### src/rtl/periph_pkg.sv
// Shared definitions for the memory-mapped peripheral block.
// Holds the register address map, TCON bit positions, UART_CON bit
// positions and the UART transmitter state encoding.
package periph_pkg;

    localparam logic [31:0] PERIPH_BASE   = 32'h4000_0000;
    localparam logic [31:0] ADDR_TH       = PERIPH_BASE + 32'h0000_0000;
    localparam logic [31:0] ADDR_TL       = PERIPH_BASE + 32'h0000_0004;
    localparam logic [31:0] ADDR_TCON     = PERIPH_BASE + 32'h0000_0008;
    localparam logic [31:0] ADDR_LED      = PERIPH_BASE + 32'h0000_000C;
    localparam logic [31:0] ADDR_SWITCH   = PERIPH_BASE + 32'h0000_0010;
    localparam logic [31:0] ADDR_DIGI     = PERIPH_BASE + 32'h0000_0014;
    localparam logic [31:0] ADDR_UART_TXD = PERIPH_BASE + 32'h0000_0018;
    localparam logic [31:0] ADDR_UART_CON = PERIPH_BASE + 32'h0000_0020;

    // TCON bit positions
    localparam int unsigned TCON_EN = 0;
    localparam int unsigned TCON_IE = 1;
    localparam int unsigned TCON_IS = 2;

    // UART_CON bit positions
    localparam int unsigned UCON_DONE = 0;
    localparam int unsigned UCON_BUSY = 1;

    typedef enum logic [1:0] {
        UART_IDLE  = 2'd0,
        UART_START = 2'd1,
        UART_DATA  = 2'd2,
        UART_STOP  = 2'd3
    } uart_state_e;

endpackage

### src/rtl/uart_tx.sv
// 8N1 UART transmitter.
// Ports:
//   clk, reset  - clock, synchronous active-high reset
//   start       - begin a frame with data (ignored unless idle)
//   data[7:0]   - byte to send, captured on start
//   tx          - serial line, idle high (registered)
//   busy        - high in every state except idle
//   done_pulse  - single-cycle strobe during the last stop-bit cycle,
//                 so the caller can set its status flag on the same edge
//                 that returns the transmitter to idle
module uart_tx
    import periph_pkg::*;
#(
    parameter int unsigned BAUD_DIV = 5208
) (
    input  logic       clk,
    input  logic       reset,
    input  logic       start,
    input  logic [7:0] data,
    output logic       tx,
    output logic       busy,
    output logic       done_pulse
);

    localparam int unsigned CNT_W = (BAUD_DIV > 1) ? $clog2(BAUD_DIV) : 1;
    localparam logic [CNT_W-1:0] CNT_LAST = CNT_W'(BAUD_DIV - 1);

    uart_state_e      state_q, state_d;
    logic [CNT_W-1:0] baud_q, baud_d;
    logic [2:0]       bit_q, bit_d;
    logic [7:0]       shift_q, shift_d;
    logic             tx_q, tx_d;
    logic             bit_end_c;

    assign bit_end_c = (baud_q == CNT_LAST);

    // State and datapath registers
    always_ff @(posedge clk) begin
        if (reset) begin
            state_q <= UART_IDLE;
            baud_q  <= '0;
            bit_q   <= '0;
            shift_q <= '0;
            tx_q    <= 1'b1;
        end else begin
            state_q <= state_d;
            baud_q  <= baud_d;
            bit_q   <= bit_d;
            shift_q <= shift_d;
            tx_q    <= tx_d;
        end
    end

    // Next-state and next-output logic; tx_d is the level for the next bit
    always_comb begin
        state_d    = state_q;
        baud_d     = bit_end_c ? '0 : baud_q + CNT_W'(1);
        bit_d      = bit_q;
        shift_d    = shift_q;
        tx_d       = tx_q;
        done_pulse = 1'b0;

        case (state_q)
            UART_IDLE: begin
                baud_d = '0;
                tx_d   = 1'b1;
                if (start) begin
                    state_d = UART_START;
                    shift_d = data;
                    bit_d   = '0;
                    tx_d    = 1'b0;
                end
            end
            UART_START: begin
                if (bit_end_c) begin
                    state_d = UART_DATA;
                    tx_d    = shift_q[0];
                end
            end
            UART_DATA: begin
                if (bit_end_c) begin
                    if (bit_q == 3'd7) begin
                        state_d = UART_STOP;
                        tx_d    = 1'b1;
                    end else begin
                        bit_d   = bit_q + 3'd1;
                        shift_d = {1'b0, shift_q[7:1]};
                        tx_d    = shift_q[1];
                    end
                end
            end
            UART_STOP: begin
                if (bit_end_c) begin
                    state_d    = UART_IDLE;
                    tx_d       = 1'b1;
                    done_pulse = 1'b1;
                end
            end
            default: begin
                state_d = UART_IDLE;
                tx_d    = 1'b1;
            end
        endcase
    end

    assign tx   = tx_q;
    assign busy = (state_q != UART_IDLE);

endmodule

### src/rtl/peripheral_bus.sv
// Memory-mapped peripheral responder at 0x40000000.
// Ports:
//   clk, reset    - clock, synchronous active-high reset
//   rd, wr        - CPU read / write strobes
//   addr, wdata   - CPU byte address and write data
//   rdata         - combinational read data, 0 when rd is low
//   switch        - board switch inputs
//   led           - board LEDs
//   digi          - 7-segment drive ([11:8] anodes, [7:0] segments)
//   irqout        - timer interrupt request (TCON irq enable & status)
//   tx            - UART serial output, idle high
module peripheral_bus
    import periph_pkg::*;
#(
    parameter int unsigned BAUD_DIV = 5208
) (
    input  logic        clk,
    input  logic        reset,
    input  logic        rd,
    input  logic        wr,
    input  logic [31:0] addr,
    input  logic [31:0] wdata,
    output logic [31:0] rdata,
    input  logic [7:0]  switch,
    output logic [7:0]  led,
    output logic [11:0] digi,
    output logic        irqout,
    output logic        tx
);

    logic [31:0] th_q, th_d;
    logic [31:0] tl_q, tl_d;
    logic [2:0]  tcon_q, tcon_d;
    logic [7:0]  led_q, led_d;
    logic [11:0] digi_q, digi_d;
    logic [7:0]  txd_q, txd_d;
    logic        tx_done_q, tx_done_d;

    logic        uart_start_c;
    logic        uart_busy;
    logic        uart_done;

    uart_tx #(
        .BAUD_DIV (BAUD_DIV)
    ) u_uart_tx (
        .clk        (clk),
        .reset      (reset),
        .start      (uart_start_c),
        .data       (txd_d),
        .tx         (tx),
        .busy       (uart_busy),
        .done_pulse (uart_done)
    );

    // Register file
    always_ff @(posedge clk) begin
        if (reset) begin
            th_q      <= '0;
            tl_q      <= '0;
            tcon_q    <= '0;
            led_q     <= '0;
            digi_q    <= '0;
            txd_q     <= '0;
            tx_done_q <= 1'b0;
        end else begin
            th_q      <= th_d;
            tl_q      <= tl_d;
            tcon_q    <= tcon_d;
            led_q     <= led_d;
            digi_q    <= digi_d;
            txd_q     <= txd_d;
            tx_done_q <= tx_done_d;
        end
    end

    // Timer update, then CPU writes; later assignments give CPU writes priority
    always_comb begin
        th_d         = th_q;
        tl_d         = tl_q;
        tcon_d       = tcon_q;
        led_d        = led_q;
        digi_d       = digi_q;
        txd_d        = txd_q;
        tx_done_d    = tx_done_q;
        uart_start_c = 1'b0;

        if (tcon_q[TCON_EN]) begin
            if (tl_q == 32'hFFFF_FFFF) begin
                tl_d = th_q;
                if (tcon_q[TCON_IE]) begin
                    tcon_d[TCON_IS] = 1'b1;
                end
            end else begin
                tl_d = tl_q + 32'd1;
            end
        end

        if (wr) begin
            case (addr)
                ADDR_TH:   th_d   = wdata;
                ADDR_TL:   tl_d   = wdata;
                ADDR_TCON: tcon_d = wdata[2:0];
                ADDR_LED:  led_d  = wdata[7:0];
                ADDR_DIGI: digi_d = wdata[11:0];
                ADDR_UART_TXD: begin
                    // Writes while a frame is in flight are dropped
                    if (!uart_busy) begin
                        txd_d        = wdata[7:0];
                        uart_start_c = 1'b1;
                    end
                end
                ADDR_UART_CON: tx_done_d = wdata[UCON_DONE] & tx_done_q;
                default: ;
            endcase
        end

        if (uart_done) begin
            tx_done_d = 1'b1;
        end
    end

    // Combinational read mux
    always_comb begin
        rdata = '0;
        if (rd) begin
            case (addr)
                ADDR_TH:       rdata = th_q;
                ADDR_TL:       rdata = tl_q;
                ADDR_TCON:     rdata = {29'd0, tcon_q};
                ADDR_LED:      rdata = {24'd0, led_q};
                ADDR_SWITCH:   rdata = {24'd0, switch};
                ADDR_DIGI:     rdata = {20'd0, digi_q};
                ADDR_UART_TXD: rdata = {24'd0, txd_q};
                ADDR_UART_CON: begin
                    rdata[UCON_DONE] = tx_done_q;
                    rdata[UCON_BUSY] = uart_busy;
                end
                default:       rdata = '0;
            endcase
        end
    end

    assign led    = led_q;
    assign digi   = digi_q;
    assign irqout = tcon_q[TCON_IE] & tcon_q[TCON_IS];

endmodule
### config.mk
export PLATFORM = sky130hd
export DESIGN_NAME = peripheral_bus
export DESIGN_NICKNAME = d
export VERILOG_FILES = /design/src/rtl/periph_pkg.sv /design/src/rtl/uart_tx.sv /design/src/rtl/peripheral_bus.sv
export SDC_FILE = /design/constraint.sdc
export NUM_CORES = 1
export LEC_CHECK = 0
export CAP_MARGIN = 0
export CORE_MARGIN = 5
export CORE_UTILIZATION = 48
export CTS_CLUSTER_SIZE = 10
export DETAILED_ROUTE_END_ITERATION = 12
export PLACE_DENSITY = 0.75
export RECOVER_POWER = 100
export SYNTH_ARGS = -nofsm -noshare
export SYNTH_HDL_FRONTEND = slang
export SYNTH_SLANG_ARGS = --single-unit
### constraint.sdc
create_clock -name clk -period 3.7 [get_ports clk]
set_clock_uncertainty 0.1 [all_clocks]
set_input_delay 0.555 -clock clk [delete_from_list [all_inputs] [get_ports clk]]
set_output_delay 0.555 -clock clk [all_outputs]
set_load 0.1 [all_outputs]
# == Word-level counts from Yosys, hierarchy flattened ==
# Cells that the tools add are included.
# Widths: inputs -> output; s select.
# word_totals
word_cells,95
out_inout_bits,54
inputBits,76
register_bits,123
# op_classes
n_eq_ne,20
addsub,3
n_reduce_logical,14
n_bitwise,2
muxes,43
# ops
operator,count
$eq 32x31->1 const B,8
$pmux 30 s7,1
$mux 32,5
$mux 8,6
$add 32x1->32 const B,1
$eq 32x32->1 const B,1
$mux 1,16
$pmux 2 s8,1
$pmux 8 s2,1
$mux 3,5
$add 13x1->13 const B,1
$eq 13x13->1 const B,1
$mux 2,5
$ne 2x1->1 const B,5
$reduce_and 2->1,5
$pmux 2 s4,1
$reduce_bool 2->1,4
$pmux 3 s2,1
$reduce_and 5->1,1
$eq 2x2->1 const B,2
$pmux 1 s4,1
$reduce_and 4->1,1
$add 3x1->3 const B,1
$eq 3x3->1 const B,1
6 further kinds,7

# == Depth between registers and ports, before layout ==
# Gate-level depths: netlist (run 1).
# depth
word_depth,6
mapped_depth,10
mapped_depth_nobuf,7

# == Modules after synthesis ==
# Synthesis (run 1) repeated with hierarchy kept, for this count alone.
# hier_totals
hier_cells,874
area_unflattened_um2,7014.2
# modules_own_cells
module,area_per_inst_um2,n_inst,seq_area_each_um2,cells_per_inst
peripheral_bus,5565.3,1,1921.8,720
uart_tx,1448.9,1,540.5,154

# == Least setup slack after synthesis (run 1) ==
# No wires, ideal clock.
# synth_timing
path_kind,input -> output
from,in addr[19]
to,out rdata[3]
stages,7
path_slack_ns,-0.447
required_ns,3.045
arrival_ns,3.492
n_path_buf,1
cell_sequence,nor4_1 nand3_1 nor3_1 nor3b_1 buf_2 a22oi_1 a21oi_1
# synth_via
elab_chain_cells,3
word_cells_on_any_way,9
classes_between,eq/ne (7); mux (2)
# synth_rtl
item,line,source
from (decl),peripheral_bus.sv:21,"input logic [31:0] addr,"
$eq 32x31->1,peripheral_bus.sv:126,case (addr)
$pmux 30 s7 *,peripheral_bus.sv:126,
$mux 32 *,peripheral_bus.sv:125,if (rd) begin
to (decl),peripheral_bus.sv:23,"output logic [31:0] rdata,"
# Mark *: on every way between the ends. The rest lies on a longest branch, timed or not.

# == Worst setup path after layout (run 1) ==
# layout_timing
from,in addr[2]
to,out rdata[1]
# layout_via
elab_chain_cells,3
word_cells_on_any_way,10
classes_between,eq/ne (8); mux (2)
# layout_rtl
item,line
$eq 32x31->1,peripheral_bus.sv:126
$pmux 2 s8 *,peripheral_bus.sv:126
$mux 32 *,peripheral_bus.sv:125
# Marks and branches as above.

==> reports/metrics.cfg, run 1 <==
[finish]
instances_no_fill = 1199
final_design_area_no_fill_um2 = 9260
antenna_cells = 0
drive_gt1_frac = 0.144
area_growth_pct = 34.0
finalNetCount = 1091

[clocking]
path_clk_slew_ps = 60
cts_sinks = 123
cts_tree = yes
cts_root_buffer = clkbuf_16
cts_inserted_buffers = 17
h-tree-depth = 4
cts_resized = 0
postCtsSetupRepairBufs = 0
cts_hold_buf = 0
clock_path_buffers = 2
clk_latency_ps = 420

[global_route]
globalRouteOverflowTotal = 0
grt_max_degree = 59
antenna_found_initial = 0
grt_pass1_wl_um = 35500
track_usage = 0.262
grt_pass1_vias = 6941

[setup_path]
endpoint_kind = primary output
crit_fanout = 9
crit_arrival_ps = 2950
cp.required_ps = 3040
criticalPathCategory = in -> out
startpoint_type = input pin

[route]
drt-total-wl_um = 22200
drc = 0
drtIter0Drc = 741
route.vias.total = 7329
wl_per_cell_um = 18.5
dr.pass1.iters = 5
ant_nets = 0
post_drt_via_cell_ratio = 6.11

[logic_synthesis]
ys.flop_type = dfxtp_1
synth-edff-count = 0
synth_area_um2 = 6910
yosysWarnings = 0
netlist_instances = 882
async_flop_share = 0
ys_top_cells_by_area = dfxtp_1, nand2_1, a21oi_1
yosysSeqAreaShare = 0.357
synth_common_cells = nand2_1, dfxtp_1, nor2_1
yosysTopAreaCellShare = 0.357
ys_ff_latch = 123
yosysMostFrequentCell = nand2_1
ys_types = 66
synth.avg_cell_area_um2 = 7.83
syn-num-nets = 967
yosysTopAreaCell = dfxtp_1

[power]
pwr-share-clk = 0.487
power_frac_comb = 0.114
internal-power_mw = 2.51
cellLeakagePower_nw = 3.21
seqPwrFrac = 0.399
sw_frac_of_total = 0.261
power_density_nw_per_um2 = 367
switchingPower_uw = 887
peakVddDrop_uv = 366

[floorplanning]
ios = 130
num_rows = 43
core_area_um2 = 14000
dieWidth_um = 130
die_area_um2 = 16900
die_h_um = 130
initial_utilization = 0.494

[placed_design]
io_buffers = 129
place_congestion = 0.945
placed_area_um2 = 8900
hpwl_um = 15600
place_inst = 1167

[timing]
finalCritPeriodShare = 0.973
worstMarginPinSlew_ps = 997
slew_violations = 0
setup_viol = 0
rsz0062_at_grt = no
slew_headroom = 0.333
fmax_mhz = 278
fin_setup_tns_ps = 0
finalCriticalPeriod_ps = 3600
hold_viol = 0

[run]
maxCapViolCount = 0

[min_path]
hp-class = reg -> reg

[status]
status = complete, no violations

## final timing paths
| check | start | to | slack (ps) | cells after the start |
|---|---|---|---|---|
| worst max-delay path | addr[2] | rdata[1] | 100 | 8 |
| worst min-delay path | u_uart_tx.baud_q[0] | u_uart_tx.baud_q[0] | 350 | 1 |
| worst max register to register | tl_q[24] | tl_q[8] | 750 | 6 |
| worst min register to register | u_uart_tx.baud_q[0] | u_uart_tx.baud_q[0] | 350 | 1 |
## routing by layer
| layer | share of wire | wire (um) | track usage |
|---|---|---|---|
| met1 | 0.43 | 9480 | 0.355 |
| met2 | 0.47 | 10300 | 0.415 |
| met3 | 0.082 | 1810 | 0.0577 |
| met4 | 0.024 | 524 | 0.0911 |
| met5 | 0 | 0 | 0 |
## power by group through the flow
stage | combinational, mW | sequential [mW] | clock (mW)
after detailed placement | 0.382 | 1.38 | 0
final | 0.387 | 1.35 | 1.65
after global routing | 0.419 | 1.36 | 1.73
after CTS | 0.384 | 1.35 | 1.66
after global placement | 0.377 | 1.38 | 0
after floorplan | 0.186 | 1.41 | 0
## cell usage in the layout, fill, tap and decap left out, drive strengths merged, types with 5 or more instances in the layout
cell type      Yosys  final
or3                6      6
inv               19     22
clkdlybuf4s50      0     74
buf               20     59
nand4             21     21
a32oi              7      7
mux2i             31     31
a21oi             95     95
nand3             30     30
nor3              26     26
nand2            133    133
o32ai              7      7
and2               5      5
mux2               8      8
and3              16     16
nor4              15     15
o211ai            12     12
nor2b             13     13
dlygate4sd3        0     22
a211oi            12     12
clkbuf            39     31
o21bai             5      5
a22oi             30     30
xnor2              7      7
nor2             102    102
o21ai             17     17
a22o               7      7
ha                 9      9
dfxtp            123    123
and4               5      5
xor2               6      6
a31oi              8      8
## layout make-up
class,instances,area (um2)
Inverter,19,71.3
Tap cell,180,225
Timing Repair Buffer,164,1710
Clock inverter,10,106
Sequential cell,123,2460
Multi-Input combinational cell,681,4200
Fill cell,1239,4730
Clock buffer,22,484
## per-stage QoR
stage,power (mW),hold slack (ps),util,setup WS [ps]
3_5_place_dp,1.76,340,0.636,197
3_3_place_gp,1.76,325,0.636,199
6_report,3.40,354,0.662,98.2
2_1_floorplan,1.60,318,-,-235
5_1_grt,3.50,386,0.662,17.9
4_1_cts,3.40,353,0.679,178
## flip-flops by register name, summed over array words and instances, names as in the netlist
| register | flops |
|---|---|
| tcon_q | 3 |
| u_uart_tx.bit_q | 3 |
| u_uart_tx.baud_q | 13 |
| u_uart_tx.shift_q | 8 |
| tx_done_q | 1 |
| u_uart_tx.tx | 1 |
| led | 8 |
| u_uart_tx.state_q | 2 |
| digi | 12 |
| tl_q | 32 |
| th_q | 32 |
| txd_q | 8 |
## kinds of logic after synthesis
| group | after synthesis | synth area share |
|---|---|---|
| AO/OA/AOI/OAI | 231 | 0.219 |
| XOR/XNOR | 13 | 0.0165 |
| adder cells (fa/ha/maj) | 9 | 0.0163 |
| buffers and inverters | 78 | 0.0476 |
| flip-flops | 123 | 0.357 |
| multiplexers | 40 | 0.0612 |
| AND/OR/NAND/NOR | 388 | 0.282 |
## worst max-delay path, stage by stage
cell and delay (ps):
dlygate4sd3_1 720, and2b_1 460, nand4b_1 170, nor3_1 170, clkbuf_2 290, a22oi_1 150, a21oi_2 180, buf_6 240
(Power assumes the default switching activity.)
==> run 2: changes to the inputs <==
Settings changed: CAP_MARGIN 0 to unset, SETUP_SLACK_MARGIN set to 0.02.
==> results of run 2 <==
No change in the layout: final DEF, timing and power equal those of run 1.
==> run 3: changes to the inputs <==
Settings changed: CORE_ASPECT_RATIO set to 0.8.
==> reports/metrics.cfg, run 3 (same netlist as run 1, synthesis figures left out) <==
[power]
finalPower_mw = 3.45  ; +1.5%
cellLeakagePower_nw = 3.21  ; -0.11%
peakVddDrop_uv = 357  ; -2.5%
power_density_nw_per_um2 = 375  ; +2.1%

[global_route]
track_usage = 0.270  ; +0.00773
globalRouteOverflowTotal = 0  ; unchanged
grt_pass1_wl_um = 36100  ; +1.8%
grt_pass1_vias = 6769  ; -2.5%
antenna_found_initial = 0  ; unchanged
grt_max_degree = 67  ; +14%

[route]
post_drt_via_cell_ratio = 6.11  ; about the same
route.vias.total = 7370  ; +0.56%
wl_per_cell_um = 19.0  ; +2.8%
drt-total-wl_um = 22900  ; +3.4%
drtIter0Drc = 926  ; +25%
drc = 0  ; unchanged
dr.pass1.iters = 5  ; unchanged
ant_nets = 0  ; unchanged

[finish]
final_design_area_no_fill_um2 = 9200  ; -0.64%
layout_commonest_cell = nand2_1
antenna_cells = 0  ; unchanged
drive_gt1_frac = 0.145  ; +0.000555
area_growth_pct = 33.2
final_util = 0.648  ; -0.0140
instances_no_fill = 1206  ; +0.58%
final_cell_mix = nand2_1, dfxtp_1, a21oi_1, nor2_1, clkdlybuf4s50_1
nFillCells = 1218  ; -1.7%
top_regs = th_q x32, tl_q x32, u_uart_tx.baud_q x13
finalNetCount = 1094  ; +0.27%

[floorplanning]
dieWidth_um = 144  ; +11%
die_h_um = 117  ; -9.7%
num_rows = 39  ; -9.3%
die_area_um2 = 16900  ; about the same
initial_utilization = 0.486  ; -0.00735
ios = 130  ; unchanged
core_area_um2 = 14200  ; +1.5%

[min_path]
whs_path_depth = 1  ; unchanged
hp-class = reg -> reg
hold_path_end = u_uart_tx.baud_q[0]
min_from = u_uart_tx.baud_q[0]

[timing]
finalCriticalPeriod_ps = 3560  ; -45.9 ps
hold_viol = 0  ; unchanged
slew_violations = 0  ; unchanged
worstMarginPinSlew_ps = 1030  ; +30.1 ps
finalCritPeriodShare = 0.961  ; -0.0124
rsz0062_at_grt = no
fmax_mhz = 281  ; +1.3%
fin_setup_tns_ps = 0  ; unchanged
slew_headroom = 0.313  ; -0.0201
setup_viol = 0  ; unchanged

[setup_path]
regToRegStartpoint = tl_q[3]
reg2regPathDepth = 6  ; unchanged
crit_slowest_cell = clkdlybuf4s50_1
criticalPathCategory = in -> out
slowest_delay_ps = 430  ; -290 ps
cp_num_buf_inv = 4  ; +1
worstPathCellList = clkdlybuf4s50_1 -> nor4_2 -> nand3_1 -> clkbuf_1 -> nor4b_1 -> buf_4 -> a32oi_1 -> a21oi_2 -> buf_6
reg2reg_to = tl_q[27]
r2r_setup_slack_ps = 660  ; -90 ps
endpoint_kind = primary output
cp.required_ps = 3040  ; about the same
critPathTopFamily = buffers and inverters
crit_fanout = 7  ; -2
startpoint_type = input pin
crit_arrival_ps = 2900  ; -50 ps

[clocking]
clk_latency_ps = 420  ; about the same
cts_hold_buf = 0  ; unchanged
cts_root_buffer = clkbuf_16
h-tree-depth = 4  ; unchanged
path_clk_slew_ps = 60  ; about the same
cts_inserted_buffers = 17  ; unchanged
clock_path_buffers = 2  ; unchanged
postCtsSetupRepairBufs = 0  ; unchanged
cts_sinks = 123  ; unchanged
cts_tree = yes

[status]
status = complete, no violations

[placed_design]
placed_area_um2 = 8880  ; -0.25%
place_congestion = 0.935  ; -1.1%
place_inst = 1174  ; +0.60%
hpwl_um = 16000  ; +2.2%
io_buffers = 129  ; unchanged

[run]
maxCapViolCount = 0  ; unchanged

## run 3: final cells by class
class | count | area (um2) | area share
tap | 184 | 230 | 0.0250
inverter | 19 | 71.3 | 0.00775
timing repair buffer | 167 | 1660 | 0.180
clock buffer | 19 | 443 | 0.0482
clock inverter | 13 | 156 | 0.0170
sequential | 123 | 2460 | 0.268
multi-input combinational | 681 | 4180 | 0.454
## run 3: what timing repair did
action                                  4_1_cts  5_1_grt
endpoints found under the hold margin         0        0
endpoints found under the setup margin        0       27
resized for setup                             0        2
## run 3: worst max path at each step
stage | startpoint | to | slack, ps | cells past startpoint
6_report | addr[27] | rdata[7] | 140 | 9
5_1_grt | addr[27] | rdata[4] | 30 | 9
4_1_cts | addr[20] | rdata[10] | 140 | 9
3_5_place_dp | addr[20] | rdata[15] | 160 | 9
3_3_place_gp | addr[20] | rdata[9] | 160 | 9
2_1_floorplan | addr[19] | rdata[10] | -240 | 7
## run 3: metal layers
layer  track usage  up-vias  wire length, um
met5             0        -                0
li1              -     3472                -
met1         0.378     3469            10200
met4        0.0678        0              321
met3        0.0597       36             1960
met2         0.425      393            10400
## run 3: power by group
| part | switching [mW] | total, mW | internal (mW) | leakage (nW) |
|---|---|---|---|---|
| Clock | 0.665 | 1.69 | 1.03 | 0.288 |
| Combinational | 0.236 | 0.397 | 0.161 | 1.93 |
| Sequential | 0.0136 | 1.35 | 1.34 | 0.991 |
| Total | 0.915 | 3.45 | 2.53 | 3.21 |
## run 3: worst reg2reg max path, cell delays in order, from the launching register on
cell      delay, ps
dfxtp_1         500
nand3_1         290
nor3_1          820
nand3_1         460
and3_1          310
nor4_1          280
a211oi_1        130
## run 3: through the flow
stage | hold WS, ps | setup slack (ps)
finish | 348 | 144
global route | 369 | 26.0
CTS | 353 | 139
detailed placement | 344 | 156
global placement | 332 | 156
floorplan | 318 | -235
